**src/rtl/riscv_mem_stage_pkg.sv**
```systemverilog
// Shared types and constants for the memory-access stage: load/store size codes,
// handshake FSM states and the register-file widths.
package riscv_mem_stage_pkg;

   localparam int REG_W      = 32;
   localparam int REG_ADDR_W = 5;

   localparam logic [2:0] LS_B  = 3'b000;
   localparam logic [2:0] LS_H  = 3'b001;
   localparam logic [2:0] LS_W  = 3'b010;
   localparam logic [2:0] LS_BU = 3'b100;
   localparam logic [2:0] LS_HU = 3'b101;

   typedef enum logic [1:0] {
      MEM_IDLE = 2'd0,
      MEM_REQ  = 2'd1,
      MEM_WAIT = 2'd2
   } mem_state_e;

   // Collapses funct3 to 0 = byte, 1 = half, 2 = word; unknown codes behave as word.
   function automatic logic [1:0] accessSize(input logic [2:0] funct3);
      case (funct3)
         LS_B, LS_BU: accessSize = 2'd0;
         LS_H, LS_HU: accessSize = 2'd1;
         LS_W:        accessSize = 2'd2;
         default:     accessSize = 2'd2;
      endcase
   endfunction

endpackage

```
**src/rtl/riscv_lsu_align.sv**
```systemverilog
// Byte-lane steering for the data bus: store byte enables and replicated write data,
// load lane select with sign/zero extension, and misalignment detection.
module riscv_lsu_align
   import riscv_mem_stage_pkg::*;
(
   input  logic [2:0]       i_funct3,
   input  logic [1:0]       i_lane,
   input  logic [REG_W-1:0] i_storeData,
   input  logic [31:0]      i_rdata,
   output logic [3:0]       o_be,
   output logic [31:0]      o_wdata,
   output logic [REG_W-1:0] o_loadData,
   output logic             o_misaligned
);

   logic [1:0]  w_size;
   logic [31:0] w_shifted;

   assign w_size    = accessSize(i_funct3);
   assign w_shifted = i_rdata >> {i_lane, 3'b000};

   // funct3[2] marks the unsigned load variants, so it suppresses the sign fill.
   always_comb begin
      o_be         = 4'b1111;
      o_wdata      = i_storeData;
      o_loadData   = w_shifted;
      o_misaligned = 1'b0;
      case (w_size)
         2'd0: begin
            o_be       = 4'b0001 << i_lane;
            o_wdata    = {4{i_storeData[7:0]}};
            o_loadData = {{24{~i_funct3[2] & w_shifted[7]}}, w_shifted[7:0]};
         end
         2'd1: begin
            o_be         = 4'b0011 << i_lane;
            o_wdata      = {2{i_storeData[15:0]}};
            o_loadData   = {{16{~i_funct3[2] & w_shifted[15]}}, w_shifted[15:0]};
            o_misaligned = i_lane[0];
         end
         default: begin
            o_misaligned = |i_lane;
         end
      endcase
   end

endmodule

```
**src/rtl/riscv_mem_stage.sv**
```systemverilog
// MEM pipeline stage: drives the data-memory request/grant/response handshake,
// stalls upstream while a transaction is outstanding and forwards results to MEM/WB.
module riscv_mem_stage
   import riscv_mem_stage_pkg::*;
#(
   parameter int ADDR_W = 32
) (
   input  logic                  clk,
   input  logic                  rst,
   input  logic                  MemRd_in,
   input  logic                  MemWr_in,
   input  logic                  MemtoReg_in,
   input  logic                  RegWr_in,
   input  logic [2:0]            funct3_in,
   input  logic [REG_W-1:0]      AluP_val_in,
   input  logic [REG_W-1:0]      MemWr_val_in,
   input  logic [REG_ADDR_W-1:0] rd_idx_in,
   output logic                  dmem_req,
   output logic                  dmem_we,
   output logic [3:0]            dmem_be,
   output logic [ADDR_W-1:0]     dmem_addr,
   output logic [31:0]           dmem_wdata,
   input  logic                  dmem_gnt,
   input  logic                  dmem_rvalid,
   input  logic [31:0]           dmem_rdata,
   output logic                  MemtoReg_out,
   output logic                  RegWr_out,
   output logic [REG_W-1:0]      AluP_val_out,
   output logic [REG_W-1:0]      MemRd_val_out,
   output logic [REG_ADDR_W-1:0] rd_idx_out,
   output logic                  stall_req,
   output logic                  misaligned
);

   mem_state_e r_state;
   mem_state_e w_nextState;

   logic             w_memOp;
   logic             w_misaligned;
   logic             w_validOp;
   logic             w_complete;
   logic [REG_W-1:0] w_loadData;

   riscv_lsu_align u_align (
      .i_funct3     (funct3_in),
      .i_lane       (AluP_val_in[1:0]),
      .i_storeData  (MemWr_val_in),
      .i_rdata      (dmem_rdata),
      .o_be         (dmem_be),
      .o_wdata      (dmem_wdata),
      .o_loadData   (w_loadData),
      .o_misaligned (w_misaligned)
   );

   assign w_memOp   = MemRd_in | MemWr_in;
   assign w_validOp = w_memOp & ~w_misaligned;

   always_ff @(posedge clk or posedge rst) begin
      if (rst) begin
         r_state <= MEM_IDLE;
      end else begin
         r_state <= w_nextState;
      end
   end

   // Request fields come straight from the EX/MEM inputs, which stay frozen by stall_req
   // until completion; responses outside WAIT are never consumed.
   always_comb begin
      w_nextState = r_state;
      dmem_req    = 1'b0;
      w_complete  = 1'b0;
      case (r_state)
         MEM_IDLE: begin
            if (w_validOp) begin
               dmem_req    = 1'b1;
               w_nextState = dmem_gnt ? MEM_WAIT : MEM_REQ;
            end
         end
         MEM_REQ: begin
            dmem_req = 1'b1;
            if (dmem_gnt) begin
               w_nextState = MEM_WAIT;
            end
         end
         MEM_WAIT: begin
            if (dmem_rvalid) begin
               w_complete  = 1'b1;
               w_nextState = MEM_IDLE;
            end
         end
         default: begin
            w_nextState = MEM_IDLE;
         end
      endcase
   end

   assign dmem_we       = dmem_req & MemWr_in;
   assign dmem_addr     = {AluP_val_in[ADDR_W-1:2], 2'b00};
   assign stall_req     = w_validOp & ~w_complete;
   assign misaligned    = w_memOp & w_misaligned;
   assign MemtoReg_out  = MemtoReg_in;
   assign RegWr_out     = RegWr_in & ~misaligned;
   assign AluP_val_out  = AluP_val_in;
   assign rd_idx_out    = rd_idx_in;
   assign MemRd_val_out = (w_complete & MemRd_in) ? w_loadData : '0;

endmodule
```
**config.mk**
```make
export PLATFORM = sky130hd
export DESIGN_NAME = riscv_mem_stage
export DESIGN_NICKNAME = d
export VERILOG_FILES = /design/src/rtl/riscv_mem_stage_pkg.sv /design/src/rtl/riscv_lsu_align.sv /design/src/rtl/riscv_mem_stage.sv
export SDC_FILE = /design/constraint.sdc
export NUM_CORES = 1
export LEC_CHECK = 0
export CAP_MARGIN = 20
export CORE_AREA = 3 3 99 101
export DETAILED_ROUTE_END_ITERATION = 8
export DIE_AREA = 0 0 102 104
export PLACE_DENSITY_LB_ADDON = 0.08
export SLEW_MARGIN = 30
export SYNTH_ARGS = -nofsm -noshare
export SYNTH_HDL_FRONTEND = slang
export SYNTH_HIERARCHICAL = 1
export SYNTH_SLANG_ARGS = --single-unit
```
**constraint.sdc**
```tcl
create_clock -name clk -period 2.35 [get_ports clk]
set_input_delay 0.47 -clock clk [delete_from_list [all_inputs] [get_ports clk]]
set_output_delay 0.47 -clock clk [all_outputs]
set_load 0.02 [all_outputs]
```
==> results.json, run 1 <==
{
  "syn_inst": 320,
  "crit_path_max_incr_delay_ns": 0.50,
  "ir_drop_v": 0.0001060,
  "synth_area_leaders": "buf_4 (26%), mux2_2 (9.2%), nand2_1 (8.0%)",
  "tritoncts": "yes",
  "hold_viol": 0,
  "synth_xor_xnor_area_share": 0,
  "ys.flop_type": "dfrtp_1",
  "synth.area.mux_share": 0.1663,
  "synth_edf_count": 0,
  "grt_pass1_wl_um": 12830,
  "num_io_pins": 255,
  "synthAdderAreaFrac": 0,
  "crit_path_max_fanout": 16,
  "drt_iter0_drc": 105,
  "power_density_nw_per_um2": 241.8,
  "setup_violations": 0,
  "crit_buf_inv": 3,
  "cap_viol_max_count": 0,
  "cts_sinks": 2,
  "clk_latency_ns": 0.21,
  "cp_top_family": "buffers and inverters",
  "critPathArrivalTime_ns": 1.81,
  "ys_seq_area_frac": 0.02262,
  "cp_cell_sequence": "clkdlybuf4s50_1 > and4b_4 > buf_12 > and2_2 > clkdlybuf4s15_2",
  "areaGrowthSynthToFinish_pct": 68.78,
  "synth_warnings": 6,
  "die_w_um": 102,
  "root_buffer": "clkbuf_8",
  "fmax_mhz": 438.3,
  "fp.dieH_um": 104,
  "critPathRequiredTime_ns": 1.88,
  "largest-register": "r_state",
  "fillers": 988,
  "worstSetupPathType": "in -> out",
  "first_global_vias": 2436,
  "layout_min_cycle_time_ns": 2.282,
  "rsz0062_at_grt": "false",
  "yosysMostFrequentCell": "buf_4",
  "antenna_found_initial": 0,
  "hold_class": "in -> async",
  "register_area_um2": 50.05,
  "routedWlPerCell_um": 15.28,
  "synth_compound_area_frac": 0.1691,
  "synth_common_cells": "buf_4 (78), nand2_1 (47), and2_1 (25), a21oi_1 (18), mux2_2 (18)",
  "dpl_cell_area_um2": 3546,
  "yosys.cell_types.count": 39,
  "synth-seq-cells": 2,
  "core_area_um2": 9109,
  "wirelength_um": 8218,
  "crit_path_top_delay_cell": "clkdlybuf4s50_1",
  "top_regs": "r_state: 2 flops",
  "vias": 2407,
  "fp.dieArea_um2": 10610,
  "grt_max_degree": 33,
  "synth-simple-area-share": 0.2998,
  "grt_overflow_total": 0,
  "syn_area_um2": 2212,
  "cp-end-kind": "output pin",
  "syn_avg_cell_area_um2": 6.913,
  "leakagePower_nw": 1.783,
  "grt_usage": 0.1473,
  "h-tree-depth": 1,
  "hpwl_um": 6591,
  "ant_nets": 0,
  "clk_path_buf_depth": 2,
  "fin_crit_sh": 0.9709,
  "io_buffers": 150,
  "cts_buffers": 3,
  "async_flop_share": 1.000,
  "cts-hold-fix-buffers": 0,
  "gp_congestion": 0.7524,
  "status": "finished clean",
  "drive_above_1_share": 0.3747,
  "drt_first_pass_iters": 4,
  "reg2reg_from": "r_state[1]",
  "synth_top_family_by_area": "buffers and inverters",
  "startpoint": "dmem_rvalid",
  "fp-row-count": 35,
  "largest_reg_flops": 2,
  "report.final.slew_viol_count": 0,
  "setup_tns_ns": 0,
  "multiInputGateArea_um2": 1533,
  "via_per_inst": 4.474,
  "drc": 0,
  "yosysTopAreaCell": "buf_4",
  "final_cell_area_um2": 3734,
  "startpoint_type": "input port",
  "netlist.area_leader.share": 0.2647,
  "finalNetCount": 541,
  "start_util": 0.2429,
  "clk_pin_slew_ns": 0.03,
  "finalClockSkew_ns": 0.002508,
  "antenna-diode-count": 0
}
[area by class of cell]
cell class / count / area share
clock buffers: 3 / 0.01106
inverters: 4 / 0.004021
multi-input cells: 213 / 0.4105
flip-flops and latches: 2 / 0.01340
well taps: 111 / 0.03720
repair buffers: 205 / 0.5238
[cell families after synthesis]
logic type	Yosys count
compound gates	52
buf+inv	106
flops	2
mux	34
other cells	1
simple gates	125
[worst paths after layout]
check	depth (start not counted)	to	slack [ns]
worst min-delay path	2	r_state[1]	0.41
worst max-delay path	5	MemRd_val_out[3]	0.07
max in group asynchronous	2	r_state[0]	1.83
worst max register to register	2	r_state[1]	1.33
worst min register to register	1	r_state[0]	0.56
min in group clk	1	r_state[0]	0.56
[power by group]
| part | leakage, nW | internal (mW) | switching (mW) | total, mW |
|---|---|---|---|---|
| registers | 0.0259 | 0.0408 | 0.00973 | 0.0506 |
| logic | 1.74 | 0.390 | 0.329 | 0.720 |
| clock network | 0.0216 | 0.108 | 0.0245 | 0.133 |
[through the flow]
stage | std cells | utilization | hold slack, ns | setup slack, ns | power (mW)
6_report | 538 | 0.4099 | 0.4140 | 0.06838 | 0.9026
5_1_grt | 538 | 0.4099 | 0.4335 | 0.001555 | 0.9713
4_1_cts | 536 | 0.4065 | 0.4151 | 0.00006661 | 0.9023
3_5_place_dp | 531 | 0.3893 | 0.5630 | -0.8063 | 0.7747
3_3_place_gp | 531 | 0.3893 | 0.5589 | -0.8113 | 0.7762
2_1_floorplan | 321 | - | 0.2112 | 0.1166 | 0.5621
[routing by layer]
metal | part of all wire | wire length [um] | vias to the layer above | GRT usage
met2 | 0.51 | 4209 | 93 | 0.2651
met3 | 0.085 | 701 | 34 | 0.02683
met4 | 0.026 | 210 | 0 | 0.04686
met5 | 0 | 0 | - | 0
met1 | 0.38 | 3096 | 1066 | 0.1722
li1 | - | - | 1214 | -
[cells in the final DEF, fill, tap and decap left out, types with 3 or more instances in the layout]
master,synthesis,layout
clkdlybuf4s50_1,0,76
buf_4,78,47
nand2_1,47,47
dlygate4sd2_1,0,29
buf_6,7,20
a21oi_1,18,17
mux2_2,18,17
and2_1,25,15
and2_4,0,14
mux2i_1,15,14
a211oi_1,9,9
nor2b_1,11,9
o21ai_0,9,9
nand3_2,0,9
clkbuf_2,0,8
nand3_1,17,8
buf_2,8,7
buf_12,0,7
a2bb2oi_1,7,7
inv_1,4,4
clkdlybuf4s15_2,0,4
and2_2,7,3
clkbuf_8,0,3
clkdlybuf4s15_1,0,3
nor2_1,4,3
[repair_timing]
item,4_1_cts,5_1_grt
buffers inserted,1,1
cloned,1,1
pin swaps,2,3
resized for setup,246,20
endpoints found under the setup margin,65,43
(Power assumes the default switching activity.)
==> inputs of run 2 (changes only) <==
--- a/config.mk
+++ b/config.mk
@@ -7,6 +7,7 @@
 export LEC_CHECK = 0
 export CAP_MARGIN = 20
 export CORE_AREA = 3 3 99 101
+export CTS_CLUSTER_SIZE = 30
 export DETAILED_ROUTE_END_ITERATION = 8
 export DIE_AREA = 0 0 102 104
 export PLACE_DENSITY_LB_ADDON = 0.08
==> results of run 2 <==
Same layout as run 1: the final DEF is identical, and so are final timing and power.
==> RTL edit 1: new RTL, settings of run 2 <==
Change the parameter `ADDR_W` from 32 to 28.
--- a/src/rtl/riscv_mem_stage.sv
+++ b/src/rtl/riscv_mem_stage.sv
@@ -4,5 +4,5 @@
    import riscv_mem_stage_pkg::*;
 #(
-   parameter int ADDR_W = 32
+   parameter int ADDR_W = 28
 ) (
    input  logic                  clk,
Ports: changed (resized dmem_addr); port bits go from 255 to 251. No check against the original RTL was run, so the function may have changed too.
==> RTL edit 1 against run 2 <==
  * Design area decreased by 5.8%
  * Clock skew shrank 0.0020 ns
  * Sequential cell count is the same
  * Wire length is 5.1% higher
  * Critical endpoint is now MemRd_val_out[30]
  * Fmax down 1.6%
  * Power is 3.3% lower
  * Worst setup slack got worse by 0.038 ns
  * Area after synthesis shrank 1.4%
  * Global-route usage grew 0.43 points
  * Die area stayed put
  * Combinational power fell by 3.9%
==> RTL edit 1: results (changes against run 2) <==
[synth]
synth_ff_type=dfrtp_1  ; unchanged
synth.area.top_cells=buf_4, mux2_2, nand2_1, and2_1, mux2i_1  ; unchanged
yosysMostFrequentCell=buf_4  ; unchanged
async_flop_share=1.000  ; unchanged
synth_warnings=6  ; unchanged
ys_seq_area_frac=0.02294  ; was 0.02262
yosysUniqueCellTypes=39  ; unchanged
synth_commonest_cells=buf_4, nand2_1, and2_1  ; unchanged
avgSynthCellArea_sq_um=6.905  ; was 6.913 sq um

[global_route]
track_usage=0.1516  ; was 0.1473
grt_pass1_vias=2374  ; was 2436
grt_max_degree=33  ; unchanged
grt_pass1_wl_um=13120  ; was 12830 um
antenna_found_initial=0  ; unchanged

[final_layout]
nets=525  ; was 541
n_antenna_cell=0  ; unchanged
drive_gt1_frac=0.3260  ; was 0.3747
largestRegisters=r_state x2  ; unchanged
fin_util=0.3860  ; was 0.4099
fillers=993  ; was 988

[setup_path]
critPathArrivalTime_ns=1.85  ; was 1.81 ns
crit_path_max_fanout=8  ; was 16

[route]
routed_wl_um=8641  ; was 8218 um
dr.pass1.iters=4  ; unchanged
drt_iter0_markers=73  ; was 105
vias=2359  ; was 2407
viasPerCell=4.519  ; was 4.474

[clock_network]
clkTransAtPathRegs_ns=0.03  ; about the same
cts-root-buf=clkbuf_8  ; unchanged
clockBufferDepth=2  ; unchanged
h-tree-depth=1  ; unchanged
clkLatencyLatePin_ns=0.21  ; about the same
cts_buffers=3  ; unchanged

[place]
place_ws_ns=-0.8380  ; was -0.8063 ns
hpwlAfterDp_um=6961  ; was 6591 um
gp_congestion=0.8051  ; was 0.7524
port_buffers=150  ; unchanged
placed_cell_area_sq_um=3431  ; was 3546 sq um

[power]
leakagePower_nw=1.667  ; was 1.783 nW
ir_drop_mv=0.1630  ; was 0.1060 mV

[sta]
skew_ns=0.0004818  ; was 0.002508 ns

[outcome]
status=finished clean  ; unchanged

[min_path]
min_path_type=input pin to asynchronous set/reset pin  ; unchanged

RTL edit 1: changes by cell type after synthesis:
cell / before / now
buf_4: 78 / 74
RTL edit 1: cells by family (layout without fill, tap and decap cells):
kind of cell / Yosys count / after routing / synth area share
buffers and inverters: 102 / 196 / 0.3314
AND/OR/NAND/NOR: 125 / 125 / 0.3039
multiplexers: 34 / 34 / 0.1686
other: 1 / 2 / 0.001719
AO/OA/AOI/OAI: 52 / 52 / 0.1714
flip-flops: 2 / 2 / 0.02294
RTL edit 1: worst paths after layout:
kind                            slack, ns           from  cells after the start                end
max in group asynchronous            1.83            rst                      2         r_state[1]
worst max-delay path                 0.03  dmem_rdata[7]                      7  MemRd_val_out[30]
worst min-delay path                 0.41            rst                      2         r_state[0]
worst min register to register       0.59     r_state[1]                      2         r_state[0]
worst max register to register       1.30     r_state[1]                      3         r_state[1]
min in group clk                     0.59     r_state[1]                      2         r_state[0]
RTL edit 1: cell type report:
type,instances,area share
clock buffer,3,0.01174
inverter,4,0.004270
multi-input combinational,213,0.4224
sequential,2,0.01423
tap,111,0.03950
timing repair buffer,189,0.5078
RTL edit 1: per-layer routing:
layer,up-vias,GRT usage,part of all wire
li1,1188,-,-
met1,1053,0.1943,0.40
met2,87,0.2618,0.50
met3,31,0.02079,0.071
met4,0,0.04030,0.022
met5,-,0,0
RTL edit 1: power by group:
part	internal [mW]	total [mW]	switching, mW
registers	0.0409	0.0459	0.00500
clock network	0.108	0.135	0.0265
logic	0.361	0.692	0.331
total	0.510	0.873	0.362
RTL edit 1: repair_timing:
action	4_1_cts	5_1_grt
pin swaps	1	1
buffers inserted	2	0
gates cloned	1	0
endpoints found under the hold margin	0	0
gates resized for setup	201	37
endpoints found under the setup margin	65	34
RTL edit 1: critical path, cell delays in order:
cell and delay [ns]:
dlygate4sd2_1 0.23, mux2_4 0.31, a32oi_4 0.29, clkbuf_16 0.22, nand3_1 0.07, and2_4 0.14
buf_6 0.12
RTL edit 1: through the flow:
stage                     hold slack (ns)   TNS, ns
after detailed placement           0.5778    -38.36
after global placement             0.5780    -38.78
after floorplan                    0.2112         0
after CTS                          0.4070  -0.05121
after global routing               0.4329  -0.02383
final                              0.4103         0
==> RTL edit 2: new RTL, config.mk and constraints of run 2 <==
Made on the original files. The 3 states of `mem_state_e` get a one-hot encoding in 3 bits.
--- a/src/rtl/riscv_mem_stage_pkg.sv
+++ b/src/rtl/riscv_mem_stage_pkg.sv
@@ -12,8 +12,8 @@
    localparam logic [2:0] LS_HU = 3'b101;
 
-   typedef enum logic [1:0] {
-      MEM_IDLE = 2'd0,
-      MEM_REQ  = 2'd1,
-      MEM_WAIT = 2'd2
+   typedef enum logic [2:0] {
+      MEM_IDLE = 3'b001,
+      MEM_REQ  = 3'b010,
+      MEM_WAIT = 3'b100
    } mem_state_e;
 
Function: no difference found for any inputs over 10 cycles, from zero or initial values and one cycle with rst high; not proved beyond that.
==> RTL edit 2 against run 2 <==
  * Worst setup slack worse by 0.065 ns
  * Non-clock buffer count fell by 4
  * Sequential cell count grew 1
  * Combinational power is 0.8% lower
  * Design area is 0.84% higher
  * Power rose by 4.4%
  * Area after synthesis rose by 2.9%
  * Sequential share of layout area increased by 0.69 points
  * Global-route usage rose by 0.87 points
  * Wire length grew 8.0%
  * Clock power grew 11%
  * Highest routed layer unchanged
==> RTL edit 2: results (changes against run 2) <==
[power]
ir_drop_mv=0.2065  ; was 0.1060 mV
comb_cell_power_mw=0.714  ; was 0.720 mW
leakagePower_nw=1.887  ; was 1.783 nW
p_seq_frac=0.085  ; was 0.056
p_int_mw=0.5696  ; was 0.5390 mW
pg_seq_mw=0.0798  ; was 0.0506 mW

[synth]
ys_seq_area_frac=0.03353  ; was 0.02262
yosysUniqueCellTypes=43  ; was 39
synth_compound_area_frac=0.1594  ; was 0.1691
synth.area.top_cells=buf_4, mux2_2, and3_1, nand2_1, mux2i_1  ; was buf_4, mux2_2, nand2_1, and2_1, mux2i_1
synth_commonest_cells=buf_4, nand2_1, and3_1  ; was buf_4, nand2_1, and2_1
synthMuxAreaShare=0.1616  ; was 0.1663
synth_warnings=6  ; unchanged
syn_inst=327  ; was 320

[setup_path]
r2r_start=r_state[0]  ; was r_state[1]
r2r_cells=4  ; was 2
timing.reg2reg.setup_slack_ns=1.22  ; was 1.33 ns
critPathArrivalTime_ns=1.88  ; was 1.81 ns
cp_slowest_cell=mux2_4  ; was clkdlybuf4s50_1
crit_start=AluP_val_in[1]  ; was dmem_rvalid
crit_path_max_fanout=8  ; was 16

[clock_network]
clkLatencyLatePin_ns=0.21  ; about the same
post_cts_buffers=3  ; was 1
cts-root-buf=clkbuf_8  ; unchanged
clkTransAtPathRegs_ns=0.03  ; about the same
cts.repair.resized=216  ; was 246

[global_route]
track_usage=0.1560  ; was 0.1473
grt_pass1_wl_um=13510  ; was 12830 um
grt_max_degree=28  ; was 33

[place]
placed_cell_area_sq_um=3581  ; was 3546 sq um
gp_congestion=0.7625  ; was 0.7524
dp_cells=532  ; was 531
hpwlAfterDp_um=7041  ; was 6591 um
place_ws_ns=-0.9859  ; was -0.8063 ns

[sta]
skew_ns=0.0007971  ; was 0.002508 ns
holdWs_ns=0.4202  ; was 0.4140 ns

[final_layout]
fillers=981  ; was 988
drive_gt1_frac=0.3668  ; was 0.3747
largestRegisters=r_state x3  ; was r_state x2

[min_path]
min_path_type=input pin to asynchronous set/reset pin  ; unchanged

[route]
vias=2509  ; was 2407
drt_iter0_markers=59  ; was 105
routed_wl_um=8874  ; was 8218 um
viasPerCell=4.655  ; was 4.474

[outcome]
status=finished clean  ; unchanged

-- RTL edit 2: final cells by class --
class / instances / area [sq um] / area share
clock buffer: 4 / 45.04 / 0.01196
inverter: 1 / 3.754 / 0.0009970
multi-input combinational: 219 / 1594 / 0.4234
sequential: 3 / 76.32 / 0.02027
tap: 111 / 138.9 / 0.03689
timing repair buffer: 201 / 1907 / 0.5065
-- RTL edit 2: routing by layer --
metal / up-vias / track usage / part of all wire
met4: 0 / 0.04311 / 0.023
met2: 81 / 0.2744 / 0.50
met3: 30 / 0.02482 / 0.068
met1: 1139 / 0.1929 / 0.41
met5: - / 0 / 0
li1: 1259 / - / -
-- RTL edit 2: worst max-delay path by stage --
stage                                   end  slack [ns]
final                     MemRd_val_out[15]       0.003
after global routing      MemRd_val_out[15]       -0.05
after CTS                 MemRd_val_out[31]       -0.04
after detailed placement  MemRd_val_out[31]       -0.99
after global placement    MemRd_val_out[31]       -0.96
after floorplan                    dmem_req       0.009
